`src/rtl/ptw_pkg.sv`:
```
// rtl/ptw_pkg.sv - Sv32 walker shared widths, PTE field indices and FSM state type
package ptw_pkg;
    localparam int VPN_W      = 20;
    localparam int PPN_W      = 22;
    localparam int PTE_W      = 32;
    localparam int PAGE_SHIFT = 12;
    localparam int PA_W       = PPN_W + PAGE_SHIFT;
    localparam int IDX_W      = 10;

    localparam int PTE_BIT_V   = 0;
    localparam int PTE_BIT_R   = 1;
    localparam int PTE_BIT_W   = 2;
    localparam int PTE_BIT_X   = 3;
    localparam int PTE_PPN_LSB = 10;
    localparam int PTE_PPN_MSB = 31;

    typedef enum logic [1:0] {
        ST_IDLE,
        ST_REQ,
        ST_WAIT,
        ST_RESP
    } ptw_state_e;

    function automatic logic [IDX_W-1:0] vpn_index(input logic [VPN_W-1:0] vpn, input logic level);
        return level ? vpn[VPN_W-1:IDX_W] : vpn[IDX_W-1:0];
    endfunction
endpackage

```
`src/rtl/ptw_pte_check.sv`:
```
// rtl/ptw_pte_check.sv - combinational Sv32 PTE classifier (fault / leaf / misaligned superpage)
module ptw_pte_check
    import ptw_pkg::*;
(
    input  logic             level_i,
    input  logic [3:0]       flags_i,
    input  logic [IDX_W-1:0] ppn_lo_i,
    output logic             fault_o,
    output logic             leaf_o,
    output logic             misaligned_o
);
    // Write-without-read is a reserved encoding and faults like an invalid entry.
    assign fault_o      = ~flags_i[PTE_BIT_V] | (~flags_i[PTE_BIT_R] & flags_i[PTE_BIT_W]);
    assign leaf_o       = flags_i[PTE_BIT_R] | flags_i[PTE_BIT_X];
    assign misaligned_o = leaf_o & level_i & (ppn_lo_i != '0);
endmodule

```
`src/rtl/ptw_walk_ctrl.sv`:
```
// rtl/ptw_walk_ctrl.sv - Sv32 two-level page-table-walk controller, one walk at a time
// Optional one-entry level-1 pointer cache enabled by defining PTW_CACHE_EN.
module ptw_walk_ctrl
    import ptw_pkg::*;
(
    input  logic             clock,
    input  logic             reset,
    output logic             io_req_ready,
    input  logic             io_req_valid,
    input  logic             io_req_bits_valid,
    input  logic [VPN_W-1:0] io_req_bits_bits_addr,
    input  logic             io_req_bits_bits_need_gpa,
    input  logic             io_req_chosen,
    input  logic [PPN_W-1:0] io_satp_ppn,
    input  logic             io_sfence,
    output logic             io_mem_req_valid,
    input  logic             io_mem_req_ready,
    output logic [PA_W-1:0]  io_mem_req_addr,
    input  logic             io_mem_resp_valid,
    input  logic [PTE_W-1:0] io_mem_resp_data,
    input  logic             io_mem_resp_err,
    output logic             io_resp_0_valid,
    output logic             io_resp_1_valid,
    output logic [PTE_W-1:0] io_resp_pte,
    output logic             io_resp_level,
    output logic             io_resp_pf,
    output logic             io_resp_ae,
    output logic             io_resp_need_gpa
);
    ptw_state_e       state_q, state_d;
    logic [VPN_W-1:0] vpn_q, vpn_d;
    logic [PPN_W-1:0] ppn_q, ppn_d;
    logic             level_q, level_d;
    logic             need_gpa_q, need_gpa_d;
    logic             chosen_q, chosen_d;
    logic [PTE_W-1:0] res_pte_q, res_pte_d;
    logic             res_level_q, res_level_d;
    logic             pf_q, pf_d;
    logic             ae_q, ae_d;
    logic             descend;
    logic             cache_hit;
    logic [PPN_W-1:0] cache_ppn;
    logic             pte_fault, pte_leaf, pte_misaligned;

    ptw_pte_check u_pte_check (
        .level_i      (level_q),
        .flags_i      (io_mem_resp_data[3:0]),
        .ppn_lo_i     (io_mem_resp_data[PTE_PPN_LSB +: IDX_W]),
        .fault_o      (pte_fault),
        .leaf_o       (pte_leaf),
        .misaligned_o (pte_misaligned)
    );

    assign io_mem_req_addr  = {ppn_q, {PAGE_SHIFT{1'b0}}}
                            + {{(PA_W-IDX_W-2){1'b0}}, vpn_index(vpn_q, level_q), 2'b00};
    assign io_resp_pte      = res_pte_q;
    assign io_resp_level    = res_level_q;
    assign io_resp_pf       = pf_q;
    assign io_resp_ae       = ae_q;
    assign io_resp_need_gpa = need_gpa_q;

`ifdef PTW_CACHE_EN
    logic                   c_valid_q;
    logic [PPN_W+IDX_W-1:0] c_tag_q;
    logic [PPN_W-1:0]       c_ppn_q;
    logic                   sfence_seen_q, sfence_seen_d;

    // A flush in the accept cycle must not let the stale entry steer the new walk.
    assign cache_hit = c_valid_q & ~io_sfence
                     & (c_tag_q == {io_satp_ppn, io_req_bits_bits_addr[VPN_W-1:IDX_W]});
    assign cache_ppn = c_ppn_q;
    assign sfence_seen_d = (state_q == ST_IDLE) ? io_sfence : (sfence_seen_q | io_sfence);

    always_ff @(posedge clock) begin
        if (reset) begin
            c_valid_q     <= 1'b0;
            c_tag_q       <= '0;
            c_ppn_q       <= '0;
            sfence_seen_q <= 1'b0;
        end else begin
            sfence_seen_q <= sfence_seen_d;
            if (io_sfence) begin
                c_valid_q <= 1'b0;
            end else if (descend && !sfence_seen_q) begin
                // ppn_q still holds the root table PPN while at level 1.
                c_valid_q <= 1'b1;
                c_tag_q   <= {ppn_q, vpn_q[VPN_W-1:IDX_W]};
                c_ppn_q   <= io_mem_resp_data[PTE_PPN_MSB:PTE_PPN_LSB];
            end
        end
    end
`else
    logic unused_sfence;
    assign unused_sfence = io_sfence;
    assign cache_hit     = 1'b0;
    assign cache_ppn     = '0;
`endif

    always_comb begin
        state_d          = state_q;
        vpn_d            = vpn_q;
        ppn_d            = ppn_q;
        level_d          = level_q;
        need_gpa_d       = need_gpa_q;
        chosen_d         = chosen_q;
        res_pte_d        = res_pte_q;
        res_level_d      = res_level_q;
        pf_d             = pf_q;
        ae_d             = ae_q;
        descend          = 1'b0;
        io_req_ready     = 1'b0;
        io_mem_req_valid = 1'b0;
        io_resp_0_valid  = 1'b0;
        io_resp_1_valid  = 1'b0;
        case (state_q)
            ST_IDLE: begin
                io_req_ready = 1'b1;
                if (io_req_valid && io_req_bits_valid) begin
                    vpn_d      = io_req_bits_bits_addr;
                    need_gpa_d = io_req_bits_bits_need_gpa;
                    chosen_d   = io_req_chosen;
                    ppn_d      = io_satp_ppn;
                    level_d    = 1'b1;
                    if (cache_hit) begin
                        ppn_d   = cache_ppn;
                        level_d = 1'b0;
                    end
                    state_d = ST_REQ;
                end
            end
            ST_REQ: begin
                io_mem_req_valid = 1'b1;
                if (io_mem_req_ready) state_d = ST_WAIT;
            end
            ST_WAIT: begin
                if (io_mem_resp_valid) begin
                    state_d     = ST_RESP;
                    res_level_d = level_q;
                    res_pte_d   = '0;
                    pf_d        = 1'b0;
                    ae_d        = 1'b0;
                    if (io_mem_resp_err) begin
                        ae_d = 1'b1;
                    end else if (pte_fault) begin
                        pf_d = 1'b1;
                    end else if (pte_leaf) begin
                        if (pte_misaligned) pf_d = 1'b1;
                        else res_pte_d = io_mem_resp_data;
                    end else if (!level_q) begin
                        pf_d = 1'b1;
                    end else begin
                        descend = 1'b1;
                        ppn_d   = io_mem_resp_data[PTE_PPN_MSB:PTE_PPN_LSB];
                        level_d = 1'b0;
                        state_d = ST_REQ;
                    end
                end
            end
            ST_RESP: begin
                io_resp_0_valid = ~chosen_q;
                io_resp_1_valid = chosen_q;
                state_d         = ST_IDLE;
            end
            default: state_d = ST_IDLE;
        endcase
    end

    always_ff @(posedge clock) begin
        if (reset) begin
            state_q     <= ST_IDLE;
            vpn_q       <= '0;
            ppn_q       <= '0;
            level_q     <= 1'b1;
            need_gpa_q  <= 1'b0;
            chosen_q    <= 1'b0;
            res_pte_q   <= '0;
            res_level_q <= 1'b0;
            pf_q        <= 1'b0;
            ae_q        <= 1'b0;
        end else begin
            state_q     <= state_d;
            vpn_q       <= vpn_d;
            ppn_q       <= ppn_d;
            level_q     <= level_d;
            need_gpa_q  <= need_gpa_d;
            chosen_q    <= chosen_d;
            res_pte_q   <= res_pte_d;
            res_level_q <= res_level_d;
            pf_q        <= pf_d;
            ae_q        <= ae_d;
        end
    end
endmodule

```
`config.mk`:
```
export PLATFORM = sky130hd
export DESIGN_NAME = ptw_walk_ctrl
export DESIGN_NICKNAME = d
export VERILOG_FILES = /design/src/rtl/ptw_pkg.sv /design/src/rtl/ptw_pte_check.sv /design/src/rtl/ptw_walk_ctrl.sv
export SDC_FILE = /design/constraint.sdc
export NUM_CORES = 1
export LEC_CHECK = 0
export ABC_AREA = 0
export ABC_CLOCK_PERIOD_IN_PS = 3200
export CORE_ASPECT_RATIO = 0.7
export CORE_MARGIN = 2
export CORE_UTILIZATION = 44
export CTS_CLUSTER_SIZE = 25
export DETAILED_ROUTE_END_ITERATION = 12
export HOLD_SLACK_MARGIN = 0.02
export PLACE_DENSITY_LB_ADDON = 0.08
export SKIP_LAST_GASP = 1
export SYNTH_ARGS = -nofsm -noshare
export SYNTH_HDL_FRONTEND = slang
export SYNTH_SLANG_ARGS = --single-unit
```
`constraint.sdc`:
```
create_clock -name clock -period 3.2 [get_ports clock]
set_clock_uncertainty 0.15 [all_clocks]
set_input_delay 0.48 -clock clock [delete_from_list [all_inputs] [get_ports clock]]
set_output_delay 0.48 -clock clock [all_outputs]
set_load 0.1 [all_outputs]
```
# After elaboration in Yosys (flattened, before gate mapping)
# Cells that the tools add are included.
# word_totals
reg_bits,82
input_bits,84
# classes
add_sub_neg,1
eq_ne,10
mux,36
bitwise,8
reduce_logical,9
# ops
op,n
22-bit 2-to-1 mux,6
32-bit 2-to-1 mux,4
22-bit case mux with 2 select lines,1
34-bit by 12-bit adder with 34-bit output,1
1-bit 2-to-1 mux,15
2-bit 2-to-1 mux,7
2-bit inequality test (second input constant),7
10-bit 2-to-1 mux,1
10-bit nonzero test,1
2-bit case mux with 4 select lines,1
7-bit AND reduction,1
6-bit AND reduction,1
2-bit equality test (second input constant),2
2-bit AND reduction,2
1-bit bitwise AND,3
1-bit inverter,3
3-bit AND reduction,1
2-bit by 1-bit equality test with 1-bit output (second input constant),1
2-bit zero test,1
1-bit OR,2
1-bit case mux with 2 select lines,1
2-bit nonzero test,1
1-bit logical AND,1

# Logic depth before layout (Yosys ltp)
# Gate-level depths: netlist of run 1.
# depth
ltp_word,7
ltp_mapped,7

# Modules after synthesis
# A second synthesis of run 1 with hierarchy kept.
# hier_totals
hier_cells,408
hier_area_um2,3626.0
# by_module_without_submodules
module,n_inst,cells_per_inst,area_each_um2
ptw_walk_ctrl,1,400,3570.9
ptw_pte_check,1,8,55.1

# Worst setup path after synthesis of run 1
# OpenSTA, ideal clock, no wires.
# synth_timing
path_type,reg-to-reg
startpoint,reg state_q[0]
endpoint,reg need_gpa_q (netlist: io_resp_need_gpa)
setup_time_ps,132
arrival_ps,2361
required_time_ps,2918
setup_slack_ps,557
path_stages_with_launch,6
path_buffers,1
period_less_slack_ps,2643
path_cell_list,dfxtp_1 -> nor2_1 -> nand3_1 -> clkbuf_1 -> nand2_1 -> a21oi_1
# synth_between
elab_chain_len,2
# synth_rtl
item,line,rtl
from (decl),ptw_walk_ctrl.sv:30,"ptw_state_e state_q, state_d;"
from (signal assigned),ptw_walk_ctrl.sv:181,state_q <= state_d;
2-bit zero test,ptw_walk_ctrl.sv:115,case (state_q)
2-bit AND reduction (no line),--,
to (signal assigned),ptw_walk_ctrl.sv:185,need_gpa_q <= need_gpa_d;
to (decl),ptw_walk_ctrl.sv:34,"logic need_gpa_q, need_gpa_d;"
# Every way passes these cells.
# A chain may end at the register's enable or synchronous reset.

# Worst setup path after layout of run 1
# layout_timing
startpoint,reg level_q
endpoint,out io_mem_req_addr[9]
# layout_between
elab_chain_len,2
# layout_rtl
item,line,rtl
from (decl),ptw_walk_ctrl.sv:33,"logic level_q, level_d;"
from (signal assigned),ptw_walk_ctrl.sv:184,level_q <= level_d;
10-bit 2-to-1 mux,ptw_pkg.sv:25,return level ? vpn[VPN_W-1:IDX_W] : vpn[IDX_W-1:0];
34-bit by 12-bit adder with 34-bit output,ptw_walk_ctrl.sv:55,"+ {{(PA_W-IDX_W-2){1'b0}}, vpn_index(vpn_q, level_q), 2'b00};"
to (decl),ptw_walk_ctrl.sv:18,"output logic [PA_W-1:0] io_mem_req_addr,"
# Every way passes these cells.

==> results of run 1 <==
-- worst max-delay path by stage --
stage / endpoint / slack (ns) / start / cells after the start
global placement: io_resp_pte[16] / 0.66 / io_mem_resp_data[16] / 6
detailed placement: io_resp_pte[15] / 0.62 / io_mem_resp_data[16] / 6
floorplan: io_resp_need_gpa / 0.56 / state_q[0] / 5
global route: io_mem_req_addr[9] / 0.70 / level_q / 2
finish: io_mem_req_addr[9] / 0.80 / level_q / 2
CTS: io_mem_req_addr[11] / 0.76 / level_q / 2
-- synthesized netlist by cell type, drive strengths merged --
cell	number	area share
a31oi	1	0.0019
nand2	47	0.053
conb	1	0.0011
and3b	1	0.0026
nor4	2	0.0038
nand2b	2	0.0038
a22o	29	0.077
a21oi	25	0.038
a21o	1	0.0023
inv	2	0.0023
nand4	1	0.0019
a41oi	2	0.011
mux2i	24	0.073
a211o	1	0.0026
or2	1	0.0019
a32o	1	0.0030
o21ai	2	0.0030
clkbuf	10	0.012
nor2b	3	0.0057
nor4bb	2	0.0061
o31ai	1	0.0023
buf	16	0.036
and3	1	0.0019
a211oi	2	0.0045
nor3	2	0.0045
nor2	34	0.039
nand3	1	0.0015
mux2	32	0.11
dfxtp	82	0.50
-- logic make-up after synthesis --
logic type      after synthesis  synth area share
simple gates                 97             0.126
flops                        82             0.496
compound gates               65             0.145
mux                          56             0.182
buf+inv                      28            0.0503
other cells                   1           0.00113
-- layout make-up --
cell class                      instances  area share
Tap cell                               98      0.0248
Clock inverter                          4      0.0152
Timing Repair Buffer                  161       0.285
Inverter                                2     0.00152
Sequential cell                        82       0.333
Multi-Input combinational cell        220       0.310
Clock buffer                           11      0.0307
-- worst register-to-register path: cells and delay by family, from the launching register on --
kind                   cells  cell delay, ns
AND/OR/NAND/NOR            1            0.08
buffers and inverters      2            0.35
flip-flops                 1            0.77
AO/OA/AOI/OAI              2            0.74
-- layer usage --
| metal | track usage | vias to the layer above | wire (µm) |
|---|---|---|---|
| met5 | 0 | - | 0 |
| met4 | 0.0590 | 0 | 56 |
| met3 | 0.0855 | 5 | 800 |
| met2 | 0.331 | 113 | 3900 |
| met1 | 0.281 | 1396 | 4030 |
| li1 | - | 1445 | - |
-- flip-flops by register name, summed over array words and instances (netlist names) --
name,flops
io_resp_ae,1
level_q,1
io_resp_pte,32
ppn_q,22
vpn_q,20
chosen_q,1
io_resp_need_gpa,1
state_q,2
io_resp_level,1
io_resp_pf,1
-- cell usage in the layout, fill, tap and decap left out, drive strengths merged, types with 2 or more instances in the layout --
cell	netlist	layout
buf	16	80
clkdlybuf4s50	0	81
a21oi	25	25
dfxtp	82	82
nand2	47	47
nor3	2	2
nand2b	2	2
clkbuf	10	11
mux2i	24	24
o21ai	2	2
a22o	29	29
mux2	32	32
nor4	2	2
nor2b	3	3
bufinv	0	2
conb	1	2
inv	2	2
nor2	34	34
nor4bb	2	2
a41oi	2	2
clkinvlp	0	2
a211oi	2	2
-- report_power, final --
| part | switching, mW | leakage [nW] | internal, mW |
|---|---|---|---|
| combinational | 0.321 | 1.40 | 0.187 |
| sequential | 0.0197 | 0.665 | 1.05 |
| clock | 0.354 | 0.108 | 0.478 |
| total | 0.695 | 2.17 | 1.72 |
==> flow_summary_export.csv, run 1 <==
group,metric,value,unit
power,vdd_drop_max,0.000255,V
cells_and_area,post_layout_nonfiller_instances,578,
routing,first_iter_violations,126,
grt,antenna_found_initial,0,
clock_tree,cts.sink_count,82,
setup_path,r2r_start,"level_q",
setup_path,cp_num_buf_inv,1,
die,core_region_area,7290,µm²
clock_tree,hold_buffers,0,
cells_and_area,final_net_count,560,
cells_and_area,p_r_area_growth_vs_syn,49.2,%
clock_tree,cts.repair_timing.setup_buffer_count,0,
power,cellPowerDensity,489,nW/µm²
setup_path,worst_ep_arrival_time,1.77,ns
die,boundaryPins,158,
flow_run,cap_violations,0,
routing,detail_route.vias_per_cell,5.12,
setup_path,critical_setup_path_kind,"reg -> out",
grt,overflow,0,
placement,detailedPlacementHpwl,6410,µm
die,floorplan.initialDensity,0.454,
clock_tree,cts_resized,0,
clock_tree,cts_inserted_buffers,9,
routing,wl,8780,µm
timing,maxSlewViolCount,0,
min_path,worst_hold_startpoint,"vpn_q[4]",
logic_synthesis,syn-instance-count,329,
die,floorplan.die_area,8240,µm²
placement,gp_congestion,0.743,
power,cellLeakagePower,2.17,nW
setup_path,worst_path_max_delay_cell,"sky130_fd_sc_hd__dfxtp_1",
clock_tree,clock_tree_from_tritoncts,"built",
setup_path,critical-path-top-delay-family,"flip-flops",
die,core.rowCount,26,
placement,placed_cell_area,4710,µm²
timing,post-route-period-util,0.750,
timing,relSlewSlack,0.432,
cells_and_area,multiInputGateArea,1530,µm²
setup_path,worstSetupEndpointType,"primary output",
timing,setup_slack,0.801,ns
setup_path,r2r_setup_slack,1.01,ns
timing,setup-tns-final,0,ns
routing,detail_route.drc_violations,0,
clock_tree,cts-root-to-sink-buffers,2,
die,die_width,108,µm
logic_synthesis,synth.lib_cells_used.distinct,35,
grt,via_count_of_the_first_global_routing_pass,2840,
timing,worst_hold_slack,0.308,ns
grt,grt_util_all_layers,0.216,
timing,hold_viol,0,
routing,routed-via-count,2959,
routing,detail_route.first_pass.iterations,4,
min_path,hold_end,"vpn_q[4]",
setup_path,critPathRequiredTime,2.57,ns
logic_synthesis,ys_warn_count,0,
min_path,min_delay_path_depth,2,
timing,max_slew.worst_pin.slew,0.850,ns
clock_tree,cts.htree.levels,3,
cells_and_area,layout-drive-gt1-share,0.275,
setup_path,timing.rr.end,"io_resp_pte[20]",
min_path,worstHoldPathType,"reg -> reg",
routing,route.antenna.remaining_nets,0,
logic_synthesis,area_of_the_mapped_netlist,3310,µm²
clock_tree,clock_transition_at_the_registers_of_the_reported_paths,0.07,ns
grt,maximum_number_of_pins_on_one_net_before_global_route_repair,30,
setup_path,reg2regPathDepth,5,
logic_synthesis,part_of_the_yosys_area_used_for_sequential_elements,0.496,
cells_and_area,antennaDiodeCount,0,
placement,placed_cells,563,
cells_and_area,filler_cell_count,622,
timing,final-setup-viol-count,0,
timing,grt_setup_unrepaired,"false",
placement,dp_slack,0.624,ns
power,total_power,2.41,mW
timing,max_clock_freq,0.417,GHz
run_status,status,"finished clean",
logic_synthesis,synthesis.area_per_instance,10.1,µm²
cells_and_area,final_area,4930,µm²
cells_and_area,regArea,1640,µm²
timing,final_period_minus_worst_setup_slack,2.40,ns
grt,grt_first_pass_wirelength,14000,µm
logic_synthesis,synth-seq-cells,82,
setup_path,critical_path.cell_chain,"mux2_2 -> buf_4",
die,chipHeight,76.5,µm
clock_tree,clock_latency_on_the_worst_skew_pair,0.34,ns
routing,route.detailed.wl_per_inst,15.2,µm
setup_path,critical_path.startpoint_type,"register",
setup_path,critical_path_peak_fanout,15,
cells_and_area,utilization,0.677,
setup_path,crit_path_max_incr_delay,0.77,ns
clock_tree,clock_tree.root_cell,"sky130_fd_sc_hd__clkbuf_8",
placement,port_buffers,154,
Power figures use the tool's default switching activity.
==> run 2, diff against run 1 <==
--- a/config.mk
+++ b/config.mk
@@ -6,10 +6,10 @@
 export NUM_CORES = 1
 export LEC_CHECK = 0
 export ABC_AREA = 0
-export ABC_CLOCK_PERIOD_IN_PS = 3200
+export ABC_CLOCK_PERIOD_IN_PS = 1950
 export CORE_ASPECT_RATIO = 0.7
 export CORE_MARGIN = 2
-export CORE_UTILIZATION = 44
+export CORE_UTILIZATION = 37
 export CTS_CLUSTER_SIZE = 25
 export DETAILED_ROUTE_END_ITERATION = 12
 export HOLD_SLACK_MARGIN = 0.02
==> constraint.sdc (replaced) <==
create_clock -name clock -period 1.95 [get_ports clock]
set_clock_uncertainty 0.15 [all_clocks]
set_input_delay 0.2925 -clock clock [delete_from_list [all_inputs] [get_ports clock]]
set_output_delay 0.2925 -clock clock [all_outputs]
set_load 0.1 [all_outputs]
==> run 2 against run 1 <==
Net effect: critical path type unchanged; die area up 18%; power up 90%; largest power group is now the clock network; largest cell class is now non-clock buffers; wire length grew 5.2%.
==> flow_summary_export.csv, run 2 (same netlist as run 1, synthesis figures left out) <==
group,metric,value,unit
run_status,status,"finished clean",
die,chipHeight,83.1,µm
timing,final-setup-viol-count,0,
grt,via_count_of_the_first_global_routing_pass,2915,
routing,detail_route.vias_per_cell,4.83,
grt,grt_first_pass_wirelength,14500,µm
die,core_region_area,8580,µm²
placement,dp_slack,-0.333,ns
timing,setup_slack,0.0682,ns
cells_and_area,max_ffs_per_register,32,
timing,maxSlewViolCount,0,
routing,detail_route.first_pass.iterations,4,
placement,gp_congestion,0.845,
die,floorplan.die_area,9730,µm²
clock_tree,cts.sink_count,82,
cells_and_area,final_area,5550,µm²
clock_tree,cts-root-to-sink-buffers,2,
cells_and_area,layout_common_cells,"sky130_fd_sc_hd__buf_4 (82), sky130_fd_sc_hd__dfxtp_1 (81), sky130_fd_sc_hd__clkdlybuf4s50_1 (81)",
setup_path,worstSetupEndpointType,"primary output",
timing,max_clock_freq,0.531,GHz
die,die_width,117,µm
setup_path,critPathRequiredTime,1.51,ns
setup_path,critical_setup_path_kind,"reg -> out",
die,core.rowCount,28,
die,floorplan.initialDensity,0.385,
routing,first_iter_violations,178,
timing,setup-tns-final,0,ns
clock_tree,clock_tree_from_tritoncts,"built",
power,vdd_drop_max,0.000526,V
power,total_power,4.58,mW
power,cellLeakagePower,2.43,nW
setup_path,worst_ep_arrival_time,1.44,ns
timing,max_slew.worst_pin.slew,0.579,ns
setup_path,crit_path_max_incr_delay,0.38,ns
timing,worst_hold_slack,0.303,ns
grt,overflow,0,
setup_path,cp_num_buf_inv,2,
setup_path,critical_path_peak_fanout,6,
timing,hold_viol,0,
cells_and_area,layout-drive-gt1-share,0.322,
clock_tree,cts.htree.levels,3,
routing,wl,9240,µm
cells_and_area,p_r_area_growth_vs_syn,67.9,%
placement,port_buffers,154,
routing,routed-via-count,3023,
min_path,worstHoldPathType,"reg -> reg",
cells_and_area,utilization,0.647,
routing,detail_route.drc_violations,0,
routing,route.detailed.wl_per_inst,14.8,µm
setup_path,critical-path-top-delay-family,"flip-flops",
placement,detailedPlacementHpwl,6800,µm
grt,antenna_found_initial,0,
clock_tree,clock_latency_on_the_worst_skew_pair,0.33,ns
timing,relSlewSlack,0.614,
cells_and_area,layout_commonest_cell,"sky130_fd_sc_hd__buf_4",
clock_tree,cts_inserted_buffers,9,
timing,grt_setup_unrepaired,"false",
placement,placed_cell_area,5210,µm²
clock_tree,clock_transition_at_the_registers_of_the_reported_paths,0.06,ns
setup_path,critical_path.startpoint_type,"register",
placement,placed_cells,610,
grt,maximum_number_of_pins_on_one_net_before_global_route_repair,52,
cells_and_area,post_layout_nonfiller_instances,626,
clock_tree,cts.repair_timing.setup_buffer_count,0,
clock_tree,clock_tree.root_cell,"sky130_fd_sc_hd__clkbuf_16",
timing,final_period_minus_worst_setup_slack,1.88,ns
flow_run,cap_violations,0,
grt,grt_util_all_layers,0.192,
routing,route.antenna.remaining_nets,0,
setup_path,critical_path.cell_chain,"buf_4 -> mux2_2 -> buf_12",
cells_and_area,filler_cell_count,721,
power,cellPowerDensity,825,nW/µm²
die,boundaryPins,158,
cells_and_area,antennaDiodeCount,0,
setup_path,worst_path_max_delay_cell,"sky130_fd_sc_hd__dfxtp_2",
timing,post-route-period-util,0.965,
cells_and_area,final_net_count,585,
-- run 2: power breakdown --
part	switching [mW]	leakage, nW	internal [mW]
registers	0.0313	0.665	1.73
clock network	0.650	0.166	1.24
logic	0.547	1.59	0.380
-- run 2: path summary, 6_finish.rpt --
| check | startpoint | endpoint | slack [ns] | cells past startpoint |
|---|---|---|---|---|
| max | level_q | io_mem_req_addr[5] | 0.07 | 3 |
| min | vpn_q[17] | vpn_q[17] | 0.30 | 2 |
| max reg2reg | state_q[0] | ppn_q[2] | 0.18 | 5 |
| min reg2reg | vpn_q[17] | vpn_q[17] | 0.30 | 2 |
-- run 2: cell type report --
class	instances	area [µm²]	area share
clock inverters	6	105	0.0189
flip-flops and latches	82	1640	0.296
inverters	2	7.51	0.00135
multi-input cells	220	1550	0.279
clock buffers	10	229	0.0412
well taps	120	150	0.0270
repair buffers	186	1870	0.337
-- run 2: layer usage --
| metal | share of wire | vias up | track usage | routed length, µm |
|---|---|---|---|---|
| li1 | - | 1500 | - | - |
| met1 | 0.47 | 1390 | 0.257 | 4330 |
| met3 | 0.098 | 14 | 0.0818 | 902 |
| met2 | 0.42 | 119 | 0.280 | 3870 |
| met4 | 0.015 | 0 | 0.0556 | 141 |
| met5 | 0 | - | 0 | 0 |
-- run 2: worst register-to-register path: stages, from the launching register on --
cell and delay [ns]:
sky130_fd_sc_hd__dfxtp_1 0.50, sky130_fd_sc_hd__and3b_1 0.26, sky130_fd_sc_hd__a41oi_4 0.23, sky130_fd_sc_hd__buf_4 0.24, sky130_fd_sc_hd__mux2i_1 0.21, sky130_fd_sc_hd__nor2_1 0.06
-- run 2: what timing repair did --
action,CTS,global route
gates resized for setup,1,2
hold buffers,0,0
setup endpoints to repair,9,29
